===== src/rtl/mesm6_bitunit.sv =====
// Iterative bit-manipulation unit: mask pack/unpack, double-width shift,
// population count and leading-zero count with end-around carry add.
module mesm6_bitunit #(
  parameter int WIDTH = 48,
  parameter int STEP  = 1,
  localparam int CW   = $clog2(WIDTH) + 3
) (
  input  logic             clk,
  input  logic             reset,
  input  logic             start,
  input  logic [2:0]       op,
  input  logic [WIDTH-1:0] a,
  input  logic [WIDTH-1:0] b,
  input  logic [CW-1:0]    count,
  output logic [WIDTH-1:0] acc,
  output logic [WIDTH-1:0] rmr,
  output logic             busy,
  output logic             done
);

  localparam int NW   = $clog2(2*WIDTH + 1);
  localparam int KW   = $clog2(WIDTH + 1);
  localparam int ITER = WIDTH / STEP;

  if ((STEP < 1) || ((STEP & (STEP - 1)) != 0) || ((WIDTH % STEP) != 0)) begin : g_bad_step
    $error("mesm6_bitunit: STEP must be a power of two dividing WIDTH");
  end

  typedef enum logic [2:0] {S_IDLE, S_PACK, S_UNPACK, S_SHIFT, S_CARRY, S_DONE} state_t;

  state_t           state, state_n;
  logic [WIDTH-1:0] acc_n, rmr_n, src, src_n, mask, mask_n;
  logic [NW-1:0]    cnt, cnt_n, shift_n, sh;
  logic [KW-1:0]    k, k_n, pop, z;
  logic [CW-1:0]    mag;
  logic             carry, carry_n, shift_left, shift_left_n;

  assign mag     = count[CW-1] ? (~count + 1'b1) : count;
  assign shift_n = (mag > CW'(2*WIDTH)) ? NW'(2*WIDTH) : NW'(mag);
  assign sh      = (cnt > NW'(STEP)) ? NW'(STEP) : cnt;

  always_comb begin
    pop = '0;
    for (int i = 0; i < WIDTH; i++) pop = pop + KW'(a[i]);
  end

  // z ends up as WIDTH minus the index of the highest set bit, i.e. lzc+1
  always_comb begin
    z = '0;
    for (int i = 0; i < WIDTH; i++) if (a[i]) z = KW'(WIDTH - i);
  end

  always_comb begin
    state_n      = state;
    acc_n        = acc;
    rmr_n        = rmr;
    src_n        = src;
    mask_n       = mask;
    cnt_n        = cnt;
    k_n          = k;
    carry_n      = carry;
    shift_left_n = shift_left;
    busy         = (state == S_PACK) || (state == S_UNPACK) ||
                   (state == S_SHIFT) || (state == S_CARRY);
    done         = (state == S_DONE);
    case (state)
      S_IDLE, S_DONE: begin
        state_n = S_IDLE;
        if (start) begin
          src_n        = a;
          mask_n       = b;
          k_n          = '0;
          carry_n      = 1'b0;
          acc_n        = '0;
          rmr_n        = '0;
          shift_left_n = count[CW-1];
          cnt_n        = NW'(ITER);
          case (op)
            3'd0: state_n = S_PACK;
            3'd1: state_n = S_UNPACK;
            3'd2: begin
              state_n = S_SHIFT;
              acc_n   = a;
              cnt_n   = shift_n;
            end
            3'd3: begin
              state_n          = S_CARRY;
              {carry_n, acc_n} = {1'b0, b} + (WIDTH+1)'(pop);
            end
            3'd4: begin
              state_n          = S_CARRY;
              {carry_n, acc_n} = {1'b0, b} + (WIDTH+1)'(z);
              rmr_n            = a << z;
            end
            default: state_n = S_CARRY;
          endcase
        end
      end
      S_PACK: begin
        if (cnt == '0) state_n = S_DONE;
        else begin
          for (int j = 0; j < STEP; j++) begin
            if (mask_n[0]) begin
              acc_n[k_n] = src_n[0];
              k_n        = k_n + 1'b1;
            end
            mask_n = mask_n >> 1;
            src_n  = src_n >> 1;
          end
          cnt_n = cnt - 1'b1;
        end
      end
      // acc shifts left once per scanned position, so each inserted bit
      // lands back at the mask position it was scanned from
      S_UNPACK: begin
        if (cnt == '0) state_n = S_DONE;
        else begin
          for (int j = 0; j < STEP; j++) begin
            acc_n = {acc_n[WIDTH-2:0], mask_n[WIDTH-1] & src_n[WIDTH-1]};
            if (mask_n[WIDTH-1]) src_n = src_n << 1;
            mask_n = mask_n << 1;
          end
          cnt_n = cnt - 1'b1;
        end
      end
      S_SHIFT: begin
        if (cnt == '0) state_n = S_DONE;
        else begin
          if (shift_left) {rmr_n, acc_n} = {rmr, acc} << sh;
          else            {acc_n, rmr_n} = {acc, rmr} >> sh;
          cnt_n = cnt - sh;
        end
      end
      S_CARRY: begin
        acc_n   = acc + WIDTH'(carry);
        carry_n = 1'b0;
        state_n = S_DONE;
      end
      default: state_n = S_IDLE;
    endcase
  end

  always_ff @(posedge clk) begin
    if (reset) begin
      state      <= S_IDLE;
      acc        <= '0;
      rmr        <= '0;
      src        <= '0;
      mask       <= '0;
      cnt        <= '0;
      k          <= '0;
      carry      <= 1'b0;
      shift_left <= 1'b0;
    end else begin
      state      <= state_n;
      acc        <= acc_n;
      rmr        <= rmr_n;
      src        <= src_n;
      mask       <= mask_n;
      cnt        <= cnt_n;
      k          <= k_n;
      carry      <= carry_n;
      shift_left <= shift_left_n;
    end
  end

endmodule


===== config.mk =====
export PLATFORM = sky130hd
export DESIGN_NAME = mesm6_bitunit
export DESIGN_NICKNAME = d
export VERILOG_FILES = /design/src/rtl/mesm6_bitunit.sv
export SDC_FILE = /design/constraint.sdc
export NUM_CORES = 1
export LEC_CHECK = 0
export BUFFER_PORTS_ARGS = -buffer_cell sky130_fd_sc_hd__clkbuf_2
export CAP_MARGIN = 25
export CORE_MARGIN = 2
export CORE_UTILIZATION = 40
export CTS_CLUSTER_SIZE = 8
export DETAILED_ROUTE_END_ITERATION = 7
export MAX_ROUTING_LAYER = met4
export PLACE_DENSITY = 0.61
export SLEW_MARGIN = 20
export SYNTH_ARGS = -nofsm -noshare
export SYNTH_HDL_FRONTEND = slang
export SYNTH_SLANG_ARGS = --single-unit

===== constraint.sdc =====
create_clock -name clk -period 12.7 [get_ports clk]
set_clock_uncertainty 0.2 [all_clocks]
set_input_delay 0.635 -clock clk [delete_from_list [all_inputs] [get_ports clk]]
set_output_delay 0.635 -clock clk [all_outputs]
set_load 0.01 [all_outputs]

==> out/qor.yml <==
cts:
  path_clk_slew_ns: 0.05
  cts_setup_buffers: 0
  ctsHoldBuffers: 0
  cts_tree: "built"
  cts_sinks: 210
  clockRootBuffer: "clkbuf_16"
  cts_buffer_depth: 3
  cts_resized: 0
  cts_made_buffers: 34
  h-tree-depth: 2
  clock_latency_ns: 0.57
routing:
  ant_nets: 0
  drt_iter0_drc: 3479
  drt_wl_total_mm: 108.8
  vias_per_cell: 6.680
  remaining_drc_errors: 0
  vias: 27330
  drtPass1Iterations: 8
  wl_per_cell_um: 26.59
critical_path:
  critPathKind: "in -> reg"
  cp.arrival_ns: 7.78
  cpMostUsedCell: "fa_1"
  crit_fanout: 9
  cp_slowest_cell: "nor3_1"
  slowest_delay_ns: 0.65
  cp-start-kind: "input port"
  required_ns: 12.90
  endpoint_kind: "flop"
timing:
  min_period_ns: 7.580
  setup-violations-final: 0
  fin_crit_sh: 0.5968
  tightest_slew_ns: 1.060
  maxSlewViolCount: 0
  relSlewSlack: 0.2872
  fmax_mhz: 131.9
  hold_violations: 0
  fin_setup_tns_ns: 0
  rsz0062_at_grt: "false"
synthesis:
  yosys_warnings: 0
  syn_nets: 3527
  yosysTopAreaCell: "dfxtp_1"
  syn_area_sq_um: 24450
  synth_top_area_frac: 0.1719
  synthFlopType: "dfxtp_1"
  yosys.cell_count.top_type: "nor2_1"
  synth_common_cells: "414 x nor2_1, 368 x nand2_1, 285 x clkbuf_1"
  syn_area_per_cell_sq_um: 7.327
  async_reset_ff_frac: 0
  synth_cell_types: 90
  synth-edff-count: 0
  ys_seq_elements: 210
  seq_area_frac_synth: 0.1719
  synth_area_leaders: "dfxtp_1 17%, mux2i_1 10%, nor2_1 6.4%, mux4_2 5.9%, nand2_1 5.6%"
  postSynthCellCount: 3337
cells_and_area:
  multi_input_area_sq_um: 18690
  area_delta_synth_final_pct: 9.160
  drive_gt1_frac: 0.1315
  fin_util: 0.4422
  layout.nets: 3482
  seq_area_sq_um: 4208
  nFillCells: 6243
power:
  p_per_area_nw_per_um2: 253.2
  seq_power_share: 0.207
  comb_power_share: 0.663
  p_leak_nw: 10.32
  vdd_drop_max_mv: 0.3833
  internal-power_mw: 3.168
  p_clk_frac: 0.131
  swShare: 0.5312
  p_switching_mw: 3.590
hold_path:
  hp-class: "in -> reg"
global_routing:
  grt_pass1_vias: 25410
  grt-ovfl-total: 0
  grt_usage: 0.3450
  antenna_found_initial: 3
  grt_max_degree: 175
  grt_pass1_wl_mm: 164.3
floorplanning:
  coreArea_sq_um: 60360
  dieHeight_um: 251.2
  initial_core_util: 0.4051
  rows: 90
  io_pins: 209
  die_area_sq_um: 63120
  die_width_um: 251.2
run:
  cap_violations: 0
status:
  status: "complete, no violations"
placement:
  post-dp-hpwl_mm: 78.24
  port-buffer-count: 208
  place.gp.congestion: 1.046
cells by family (layout without fill, tap and decap cells):
kind of cell / Yosys count / count (layout) / share of synthesized area
other: 0 / 3 / 0
XOR/XNOR: 112 / 112 / 0.04012
buffers and inverters: 431 / 401 / 0.06883
multiplexers: 334 / 334 / 0.1707
flip-flops: 210 / 210 / 0.1719
AO/OA/AOI/OAI: 975 / 975 / 0.2744
AND/OR/NAND/NOR: 1196 / 1196 / 0.2207
adder cells (fa/ha/maj): 79 / 79 / 0.05332
sequential cells by signal, indices dropped and copies added (netlist names):
name        count
acc            48
rmr            48
carry           1
cnt             7
shift_left      1
state           3
mask           48
src            48
k               6
metrics by stage:
step	hold WS, ns	setup slack [ns]	cell area [sq um]	cells	power [mW]
4_1_cts	0.1929	5.241	26660	4087	6.681
3_3_place_gp	0.2946	4.773	25660	4035	5.778
5_1_grt	0.2178	4.773	26690	4092	7.261
2_1_floorplan	0.2701	5.182	24450	3337	4.431
6_report	0.2171	5.120	26690	4092	6.758
3_5_place_dp	0.3015	4.675	25670	4036	5.778
layout make-up:
type                            count  share of cell area
Tap cell                          782             0.03666
Multi-Input combinational cell   2696              0.7002
Sequential cell                   210              0.1577
Clock buffer                       46             0.03544
Clock inverter                      5            0.001641
Inverter                           88             0.01247
Timing Repair Buffer              262             0.05565
Antenna cell                        3           0.0002813
layer usage:
metal / global-route usage / share of wire
met3: 0.06078 / 0.090
met2: 0.5324 / 0.45
met4: 0.1930 / 0.065
met1: 0.4266 / 0.39
met5: - / 0
power groups by stage:
stage | clock network, mW | registers, mW | logic, mW
3_5_place_dp | 0 | 1.39 | 4.39
2_1_floorplan | 0 | 1.13 | 3.30
4_1_cts | 0.897 | 1.38 | 4.40
6_report | 0.884 | 1.40 | 4.48
3_3_place_gp | 0 | 1.40 | 4.38
5_1_grt | 0.924 | 1.43 | 4.90
critical path, delay by kind of cell:
family	cells	cell delay (ns)
buf+inv	6	0.73
fa+ha+maj	9	4.04
simple gates	3	1.16
compound gates	7	1.12
xor+xnor	1	0.08
final timing paths:
| path | startpoint | endpoint | slack, ns | cells after the start |
|---|---|---|---|---|
| setup / recovery | a[23] | acc[44] | 5.12 | 26 |
| hold / removal | b[3] | mask[3] | 0.22 | 3 |
| setup reg to reg | cnt[2] | src[21] | 8.17 | 12 |
| hold reg to reg | mask[26] | mask[26] | 0.31 | 2 |
cells in the final DEF, fill, tap and decap left out, drive strengths merged, types with 22 or more instances in the layout:
cell,Yosys,routed
a211oi,55,55
a21oi,198,198
a221oi,40,40
a22oi,138,138
a311oi,98,98
a31oi,27,27
and2,35,35
and3,22,22
buf,58,55
clkbuf,285,253
dfxtp,210,210
fa,42,42
ha,37,37
inv,88,90
mux2i,253,253
mux4,64,64
nand2,368,368
nand2b,27,27
nand3,64,64
nand4,29,29
nor2,414,414
nor3,123,123
nor4,25,25
o211ai,23,23
o21ai,195,195
o221ai,35,35
o22ai,23,23
or3,26,26
xnor2,63,63
xor2,49,49
Note: power is estimated with default switching activity, not from simulation.
